[config.mk]
export PLATFORM = sky130hd
export DESIGN_NAME = fetch_unit
export DESIGN_NICKNAME = d
export VERILOG_FILES = /design/src/rtl/fetch_unit.sv
export SDC_FILE = /design/constraint.sdc
export NUM_CORES = 1
export LEC_CHECK = 0
export CORE_UTILIZATION = 44
export DETAILED_ROUTE_END_ITERATION = 10
export PLACE_DENSITY = 0.86
export SLEW_MARGIN = 20
export SYNTH_ARGS = -nofsm -noshare
export SYNTH_HDL_FRONTEND = slang
export SYNTH_SLANG_ARGS = --single-unit
[constraint.sdc]
create_clock -name clk -period 4.4 [get_ports clk]
set_input_delay 0.88 -clock clk [delete_from_list [all_inputs] [get_ports clk]]
set_output_delay 0.88 -clock clk [all_outputs]
set_load 0.005 [all_outputs]
[src/rtl/fetch_unit.sv]
// Instruction-fetch stage: owns the PC, addresses instruction memory and fills the
// IF/ID register; honours stall/redirect and parks on ECALL/EBREAK until redirected.
module fetch_unit #(
  parameter int unsigned         ADDR_W   = 8,
  parameter logic [ADDR_W-1:0]   RESET_PC = '0
) (
  input  logic              clk,
  input  logic              rst_n,
  output logic [ADDR_W-1:0] imem_addr,
  input  logic [31:0]       imem_data,
  input  logic              stall,
  input  logic              redirect,
  input  logic [ADDR_W-1:0] redirect_pc,
  output logic              if_id_valid,
  output logic [ADDR_W-1:0] if_id_pc,
  output logic [ADDR_W-1:0] if_id_pc4,
  output logic [31:0]       if_id_inst,
  output logic              halted
);

  localparam int unsigned INST_W = 32;
  localparam logic [INST_W-1:0] ECALL  = 32'h0000_0073;
  localparam logic [INST_W-1:0] EBREAK = 32'h0010_0073;

  typedef enum logic {ST_RUN, ST_HALT} state_t;

  state_t              r_state;
  logic [ADDR_W-1:0]   r_pc;
  logic                r_valid;
  logic [ADDR_W-1:0]   r_id_pc;
  logic [ADDR_W-1:0]   r_id_pc4;
  logic [INST_W-1:0]   r_id_inst;

  state_t              w_state_nxt;
  logic [ADDR_W-1:0]   w_pc_nxt;
  logic                w_valid_nxt;
  logic [ADDR_W-1:0]   w_id_pc_nxt;
  logic [ADDR_W-1:0]   w_id_pc4_nxt;
  logic [INST_W-1:0]   w_id_inst_nxt;
  logic [ADDR_W-1:0]   w_pc_plus4;
  logic [ADDR_W-1:0]   w_redirect_aligned;
  logic                w_is_halt_inst;

  assign w_pc_plus4         = r_pc + ADDR_W'(4);
  assign w_redirect_aligned = redirect_pc & ~ADDR_W'(3);
  assign w_is_halt_inst     = (imem_data == ECALL) || (imem_data == EBREAK);

  // State and pipeline register update; reset overrides every other input.
  always_ff @(posedge clk) begin
    if (!rst_n) begin
      r_state   <= ST_RUN;
      r_pc      <= RESET_PC;
      r_valid   <= 1'b0;
      r_id_pc   <= '0;
      r_id_pc4  <= '0;
      r_id_inst <= '0;
    end else begin
      r_state   <= w_state_nxt;
      r_pc      <= w_pc_nxt;
      r_valid   <= w_valid_nxt;
      r_id_pc   <= w_id_pc_nxt;
      r_id_pc4  <= w_id_pc4_nxt;
      r_id_inst <= w_id_inst_nxt;
    end
  end

  // Next-state: redirect beats halt, halt beats stall, stall beats fetch.
  always_comb begin
    w_state_nxt   = r_state;
    w_pc_nxt      = r_pc;
    w_valid_nxt   = r_valid;
    w_id_pc_nxt   = r_id_pc;
    w_id_pc4_nxt  = r_id_pc4;
    w_id_inst_nxt = r_id_inst;

    if (redirect) begin
      w_pc_nxt    = w_redirect_aligned;
      w_valid_nxt = 1'b0;
      w_state_nxt = ST_RUN;
    end else begin
      case (r_state)
        ST_HALT: begin
          if (!stall) w_valid_nxt = 1'b0;
        end
        default: begin
          if (!stall) begin
            w_id_inst_nxt = imem_data;
            w_id_pc_nxt   = r_pc;
            w_id_pc4_nxt  = w_pc_plus4;
            w_valid_nxt   = 1'b1;
            // A halting instruction is still delivered, but the PC parks on it.
            if (w_is_halt_inst) w_state_nxt = ST_HALT;
            else                w_pc_nxt    = w_pc_plus4;
          end
        end
      endcase
    end
  end

  assign imem_addr   = r_pc;
  assign if_id_valid = r_valid;
  assign if_id_pc    = r_id_pc;
  assign if_id_pc4   = r_id_pc4;
  assign if_id_inst  = r_id_inst;
  assign halted      = (r_state == ST_HALT);

endmodule
==> out/metrics.yaml, run 1 <==
outcome:
  outcome: "finished, final reports clean"
timing:
  rsz0062_at_grt: "no"
  hold_viol: 0
  final.min_clock_period_ns: 2.93
  fin_ws_ns: 1.47
  setup_viol: 0
  report.final.slew_viol_count: 0
  tightestPinTransition_ns: 1.01
  max_freq_ghz: 0.341
  relSlewSlack: 0.324
  final.setup_skew_ns: 0.00691
  final.period_utilization: 0.667
  tns_ns: 0
power_and_ir_drop:
  power_density_nw_per_um2: 289
  ir_drop_mv: 0.161
  power_leakage_nw: 1.13
  finalPower_mw: 0.930
route:
  drc: 0
  drt_iter0_drc: 67
  antenna_left: 0
  viasPerCell: 4.88
  vias: 1992
  avgRoutedWirePerCell_um: 12.7
  dr.pass1.iters: 4
  routed_wl_um: 5180
synthesis:
  avgSynthCellArea_sq_um: 8.62
  synthXorXnorAreaFrac: 0.0201
  ys_ff_latch: 52
  yosys-top-cells-area: "dfxtp_1 (48%), nand2_1 (14%), a21boi_0 (9.7%)"
  ys_types: 30
  synth_top_family_by_area: "simple AND/OR/NAND/NOR gates"
  synth_fa_ha_area_frac: 0.00576
  synth-simple-area-share: 0.237
  async_reset_ff_frac: 0
  yosys_warnings: 0
  synth-compound-area-share: 0.200
  synth_area_leader_cell: "dfxtp_1"
  muxShareOfSynthArea: 0.00461
  ys_seq_area_frac: 0.479
  synthFlopType: "dfxtp_1"
  netlist_instances: 252
  synth_top_area_share: 0.479
  synth_edf_count: 0
  syn_area_sq_um: 2170
setup_path:
  critPathLaunchType: "input port"
  arrival_ns: 3.15
  path_max_fanout: 30
  required_ns: 4.62
  ff2ff_path_depth: 5
  worst-setup-path-type: "input port to register"
  crit_path_end_kind: "register"
job:
  drv_cap: 0
global_routing:
  antenna_found_initial: 0
  first_global_vias: 1820
  grt_max_degree: 52
  grt_use_total: 0.203
  grt_pass1_wl_um: 8340
  grt-ovfl-total: 0
clock_network:
  numCtsBuffers: 5
  cts_tree: "yes"
  cts.path.max_buffers: 2
  root_buffer: "clkbuf_8"
  clk_pin_slew_ns: 0.08
  insertion_delay_ns: 0.29
  cts.sinks: 52
  post_cts_resized: 0
  cts_max_level: 2
  postCtsSetupBuffers: 0
  cts_hold_buf: 0
floorplanning:
  die_w_um: 72.3
  die_h_um: 72.3
  row_count: 25
  ios: 102
  core_sq_um: 4720
  start_util: 0.460
  dieArea_sq_um: 5220
min_path:
  hold_path_class: "register to register"
  hold_depth: 2
place:
  hpwl_um: 3680
  numPortBuffers: 93
  gp_congestion: 0.763
  dp_slack_ns: 1.20
final_layout:
  nets: 385
  area_growth_syn_to_layout_pct: 48.0
  antenna_cells: 0
  drive_gt1_frac: 0.0528
==> report_power, final <==
group / leakage, nW / internal [mW] / switching, mW
logic: 0.659 / 0.0921 / 0.0608
registers: 0.425 / 0.492 / 0.0143
clock network: 0.0455 / 0.129 / 0.143
total: 1.13 / 0.712 / 0.218
==> worst max-delay path: stages <==
cell and delay [ns]:
clkdlybuf4s50_1 0.70, inv_2 0.16, nand2_1 0.77, buf_4 0.37, nand2_1 0.08, a21boi_0 0.18
==> area by class of cell <==
type | count | area [sq um]
clock buffer | 8 | 90.1
multi-input combinational | 184 | 1040
inverter | 1 | 3.75
tap | 67 | 83.8
fill | 396 | 1510
timing repair buffer | 96 | 953
sequential | 52 | 1040
==> flip-flops by register name, indices dropped and copies added (netlist names) <==
| signal | flops |
|---|---|
| halted | 1 |
| if_id_inst | 32 |
| if_id_pc4 | 6 |
| if_id_valid | 1 |
| if_id_pc | 6 |
| imem_addr | 6 |
==> synthesized netlist by cell type (2+ instances only) <==
library cell  number
o21ai_0            3
xor2_1             4
nand2_1           82
a22oi_1            3
nand4_1            2
a21boi_1          16
a21oi_1            7
nor2b_1            5
nor4_2             4
buf_4              6
nor2_1             6
dfxtp_1           52
buf_2              9
clkbuf_1           5
a21boi_0          28
nand3_1            6
==> cells by family after synthesis <==
family / Yosys count
AOI/OAI and AO/OA: 60
xor gates and xnor gates: 5
adders and majority gates: 1
buffers and inverters: 21
DFF: 52
muxes: 1
other: 1
and+or+nand+nor: 111
==> layout by cell type (no fill, tap or decap), drive strengths merged, types with 2 or more instances in the layout <==
cell type and n:
dfxtp 52, nor4b 2, buf 3, nor2 6, nor2b 5, nand4 2
nor4 4, conb 6, a22oi 3, xor2 4, nand2 82, clkdlybuf4s50 93
a21boi 44, nand3 6, clkbuf 8, a21oi 7, o21ai 4
==> metrics by stage <==
| step | hold slack (ns) | std cells | instance area, sq um | util |
|---|---|---|---|---|
| finish | 0.452 | 408 | 3220 | 0.681 |
| global placement | 0.441 | 400 | 3130 | 0.662 |
| global route | 0.475 | 408 | 3220 | 0.681 |
| CTS | 0.457 | 408 | 3220 | 0.681 |
| floorplan | 0.451 | 257 | 2190 | - |
| detailed placement | 0.444 | 400 | 3130 | 0.662 |
==> worst paths after layout <==
kind	slack, ns	to	startpoint
setup / recovery	1.47	if_id_inst[27]$_SDFFE_PN0P_	redirect
hold / removal	0.45	if_id_inst[10]$_SDFFE_PN0P_	if_id_inst[10]$_SDFFE_PN0P_
setup reg to reg	2.36	if_id_inst[27]$_SDFFE_PN0P_	halted$_SDFF_PP0_
hold reg to reg	0.45	if_id_inst[10]$_SDFFE_PN0P_	if_id_inst[10]$_SDFFE_PN0P_
==> layer usage <==
layer | routed length, um | GRT usage | vias up
met5 | 0 | 0 | -
met4 | 29 | 0.0392 | 0
met3 | 502 | 0.0819 | 4
met2 | 2240 | 0.327 | 79
met1 | 2410 | 0.258 | 906
li1 | - | - | 1003
No activity file was read; power rests on OpenSTA's default activity.
==> inputs of run 2 (changes only) <==
- CORE_UTILIZATION: 44 -> 41
- PLACE_DENSITY: 0.86 -> 0.81
- clock period: 4.4 -> 2.8 ns (I/O delays scaled with it)
==> run 2 against run 1 <==
Die area rose by 7.1%; highest routed layer unchanged; worst hold slack better by 0.0045 ns; cell count up 1.2%; non-clock buffer count up 2; global-route usage decreased by 0.67 points; critical endpoint is now imem_addr[7]$_SDFFE_PN0P_.
==> out/metrics.yaml, run 2 (same netlist as run 1, synthesis figures left out) <==
clock_network:
  postCtsSetupBuffers: 0
  insertion_delay_ns: 0.30
  post_cts_resized: 0
  cts_hold_buf: 0
  numCtsBuffers: 5
  cts.path.max_buffers: 2
  cts.sinks: 52
  clk_pin_slew_ns: 0.09
  cts_tree: "yes"
  root_buffer: "clkbuf_8"
  cts_max_level: 2
global_routing:
  grt_max_degree: 52
  grt-ovfl-total: 0
  antenna_found_initial: 0
  grt_use_total: 0.196
  first_global_vias: 1822
  grt_pass1_wl_um: 8430
setup_path:
  cp-startpoint: "imem_data[4]"
  ff2ff_path_depth: 6
  crit_path_end_kind: "register"
  r2r-start: "imem_addr[2]$_SDFFE_PN0P_"
  r2r_slack_ns: 1.35
  path_max_fanout: 5
  endpoint: "imem_addr[7]$_SDFFE_PN0P_"
  worst-setup-path-type: "input port to register"
  reg2reg_to: "imem_addr[6]$_SDFFE_PN0P_"
  arrival_ns: 2.24
  required_ns: 2.99
  critPathLaunchType: "input port"
floorplanning:
  dieArea_sq_um: 5600
  die_w_um: 74.8
  core_sq_um: 5110
  die_h_um: 74.8
  row_count: 26
  ios: 102
  start_util: 0.426
route:
  drt_iter0_drc: 141
  routed_wl_um: 5320
  avgRoutedWirePerCell_um: 12.9
  viasPerCell: 4.86
  dr.pass1.iters: 4
  antenna_left: 0
  vias: 2006
  drc: 0
min_path:
  hold_path_class: "register to register"
outcome:
  outcome: "finished, final reports clean"
job:
  drv_cap: 0
timing:
  hold_viol: 0
  final.period_utilization: 0.730
  max_freq_ghz: 0.489
  final.setup_skew_ns: 0.00276
  report.final.slew_viol_count: 0
  setup_viol: 0
  final.min_clock_period_ns: 2.04
  rsz0062_at_grt: "no"
  tns_ns: 0
power_and_ir_drop:
  power_density_nw_per_um2: 456
  power_leakage_nw: 1.14
  ir_drop_mv: 0.257
place:
  hpwl_um: 3740
  numPortBuffers: 93
  dpl.cell_count: 405
  gp_congestion: 0.784
  placed_area_sq_um: 3150
final_layout:
  drive_gt1_frac: 0.0641
  final_common_cell: "clkdlybuf4s50_1"
  largest_reg_flops: 32
  antenna_cells: 0
  layout_common_cells: "clkdlybuf4s50_1 (93), nand2_1 (82), dfxtp_1 (52), a21boi_0 (28), a21boi_1 (16)"
  area_growth_syn_to_layout_pct: 49.0
  nets: 387
  post-route-cell-area_sq_um: 3240
  finalNonFillerCells: 413
==> run 2: changes by cell type in the layout (fill, tap and decap cells not counted) <==
| cell | before | now |
|---|---|---|
| clkbuf_1 | 2 | 0 |
| clkinv_2 | 0 | 2 |
| buf_4 | 3 | 5 |
==> run 2: report_power, final <==
group	leakage (nW)	switching, mW	internal [mW]
Clock	0.0510	0.239	0.198
Sequential	0.425	0.0226	0.773
Combinational	0.668	0.0967	0.147
Total	1.14	0.359	1.12
==> run 2: layout make-up <==
class	instances	area [sq um]
Multi-Input combinational cell	184	1040
Timing Repair Buffer	98	968
Inverter	1	3.75
Clock buffer	6	82.6
Tap cell	70	87.6
Fill cell	474	1870
Sequential cell	52	1040
Clock inverter	2	10.0
==> run 2: worst min path at each step <==
stage	cells past startpoint	startpoint	endpoint	slack [ns]
after floorplan	2	if_id_inst[10]$_SDFFE_PN0P_	if_id_inst[10]$_SDFFE_PN0P_	0.45
after global placement	2	if_id_inst[8]$_SDFFE_PN0P_	if_id_inst[8]$_SDFFE_PN0P_	0.44
after detailed placement	2	if_id_inst[14]$_SDFFE_PN0P_	if_id_inst[14]$_SDFFE_PN0P_	0.45
after CTS	2	if_id_inst[14]$_SDFFE_PN0P_	if_id_inst[14]$_SDFFE_PN0P_	0.46
after global routing	2	if_id_inst[8]$_SDFFE_PN0P_	if_id_inst[8]$_SDFFE_PN0P_	0.48
final	2	if_id_inst[14]$_SDFFE_PN0P_	if_id_inst[14]$_SDFFE_PN0P_	0.46
==> run 2: routing by layer <==
metal	vias up	track usage	routed length, um
met1	911	0.255	2390
li1	1011	-	-
met5	-	0	0
met4	0	0.0629	72
met2	75	0.296	2380
met3	9	0.0803	478
==> run 2: worst max-delay path, stage by stage <==
cell and delay (ns):
clkdlybuf4s50_1 0.47, nor4bb_1 0.37, nand4_1 0.25, or2_4 0.32, a32oi_1 0.19, a21boi_1 0.08
==> run 2: stage by stage <==
step                setup WS (ns)   util  power (mW)  hold slack [ns]
floorplan                    1.14      -       0.906            0.451
global placement            0.430  0.616        1.05            0.441
detailed placement          0.432  0.616        1.06            0.446
CTS                         0.748  0.634        1.49            0.458
global route                0.590  0.634        1.55            0.482
finish                      0.757  0.634        1.48            0.456
==> inputs of run 3 (changes only) <==
- clock period: 2.8 -> 2.1 ns (I/O delays scaled with it)
==> run 3 against run 2 <==
Routed wire length fell by 1.9%; sequential cell count did not move; combinational power rose by 35%; setup slack got worse by 0.57 ns; first-iteration DRC count fell by 41%; sequential share of layout area fell by 0.39 points; utilization rose by 0.78 points; critical path depth did not move; die area did not move; power rose by 35%; worst hold slack got worse by 0.0010 ns; critical endpoint unchanged; largest power group unchanged.
==> out/metrics.yaml, run 3 (same netlist as run 1, synthesis figures left out) <==
final_layout:
  largest_reg_flops: 32
  final_common_cell: "clkdlybuf4s50_1"
  nets: 390
  area_growth_syn_to_layout_pct: 50.8
  fillCellCount: 449
  layout_common_cells: "clkdlybuf4s50_1 (93), nand2_1 (82), dfxtp_1 (52), a21boi_0 (28), a21boi_1 (16)"
  antenna_cells: 0
  post-route-cell-area_sq_um: 3280
  multi_input_area_sq_um: 1040
  drive_gt1_frac: 0.0723
  seq_area_sq_um: 1040
place:
  hpwl_um: 3930
  numPortBuffers: 93
  placed_area_sq_um: 3180
  gp_congestion: 0.784
timing:
  fin_hold_ws_ns: 0.455
  setup_viol: 0
  rsz0062_at_grt: "no"
  max_freq_ghz: 0.524
  hold_viol: 0
  final.min_clock_period_ns: 1.91
  final.period_utilization: 0.910
  report.final.slew_viol_count: 0
  final.setup_skew_ns: 0.00272
global_routing:
  first_global_vias: 1901
  grt_pass1_wl_um: 8460
  antenna_found_initial: 0
  grt-ovfl-total: 0
  grt_use_total: 0.197
  grt_max_degree: 26
power_and_ir_drop:
  p_comb_frac: 0.166
  ir_drop_mv: 0.366
  p_seq_frac: 0.533
  switching_share: 0.246
  power.share.clock: 0.301
  power_switching_mw: 0.489
  power.internal_mw: 1.50
  power_density_nw_per_um2: 606
  power_leakage_nw: 1.16
setup_path:
  r2r_slack_ns: 0.62
  cp-startpoint: "imem_data[4]"
  required_ns: 2.30
  slowest_stage: "clkdlybuf4s50_1"
  crit_chain: "clkdlybuf4s50_1 -> nor4bb_1 -> nand4_1 -> or2_4 -> a32oi_1 -> a21boi_1"
  path_max_fanout: 5
  critPathLaunchType: "input port"
  critPathBufInv: 1
  crit_path_end_kind: "register"
  arrival_ns: 2.11
  max_stage_delay_ns: 0.47
  r2r-start: "halted$_SDFF_PP0_"
  worst-setup-path-type: "input port to register"
  cp_top_family: "simple AND/OR/NAND/NOR gates"
min_path:
  min_from: "if_id_inst[14]$_SDFFE_PN0P_"
  hold_path_class: "register to register"
floorplanning:
  die_w_um: 74.8
  die_h_um: 74.8
  dieArea_sq_um: 5600
  ios: 102
  start_util: 0.426
  core_sq_um: 5110
  row_count: 26
clock_network:
  post_cts_resized: 0
  cts_hold_buf: 0
  clk_pin_slew_ns: 0.09
  cts.sinks: 52
  postCtsSetupBuffers: 0
  cts_max_level: 2
  numCtsBuffers: 5
  root_buffer: "clkbuf_8"
  insertion_delay_ns: 0.30
  cts.path.max_buffers: 2
  cts_tree: "yes"
route:
  avgRoutedWirePerCell_um: 12.5
  viasPerCell: 4.79
  drt_iter0_drc: 83
  antenna_left: 0
  routed_wl_um: 5220
  dr.pass1.iters: 6
  drc: 0
  vias: 1994
outcome:
  outcome: "finished, final reports clean"
job:
  drv_cap: 0
## run 3: area by class of cell
class	instances	area share
multi-input combinational	184	0.319
sequential	52	0.318
timing repair buffer	101	0.306
tap	70	0.0267
clock buffer	6	0.0252
clock inverter	2	0.00458
inverter	1	0.00115
## run 3: final timing paths
path                            endpoint  depth (start not counted)
max            imem_addr[7]$_SDFFE_PN0P_                          6
min reg2reg  if_id_inst[14]$_SDFFE_PN0P_                          2
max reg2reg     if_id_pc[7]$_SDFFE_PN0P_                          5
min          if_id_inst[14]$_SDFFE_PN0P_                          2
## run 3: worst min-delay path: cells and delay by family (launching register included)
kind / cells / cell delay, ns
flops: 1 / 0.32
simple gates: 1 / 0.05
compound gates: 1 / 0.05
## run 3: power groups by stage
stage,registers (mW),clock network (mW),logic [mW]
floorplan,1.08,0,0.124
global placement,1.08,0,0.326
detailed placement,1.08,0,0.331
CTS,1.06,0.620,0.333
global route,1.07,0.654,0.363
finish,1.06,0.599,0.329
## run 3: per-layer routing
layer	GRT usage	part of all wire
met5	0	0
met4	0.0587	0.012
met3	0.0763	0.083
met2	0.322	0.47
met1	0.241	0.43
## run 3: through the flow
step | instances | utilization | worst slack (ns) | total power, mW | setup TNS [ns]
after global routing | 416 | 0.642 | 0.0982 | 2.08 | 0
after detailed placement | 408 | 0.623 | -0.146 | 1.41 | -0.771
after CTS | 416 | 0.642 | 0.168 | 2.01 | 0
after floorplan | 257 | - | 0.579 | 1.21 | 0
after global placement | 408 | 0.623 | -0.114 | 1.41 | -0.490
final | 416 | 0.642 | 0.190 | 1.99 | 0
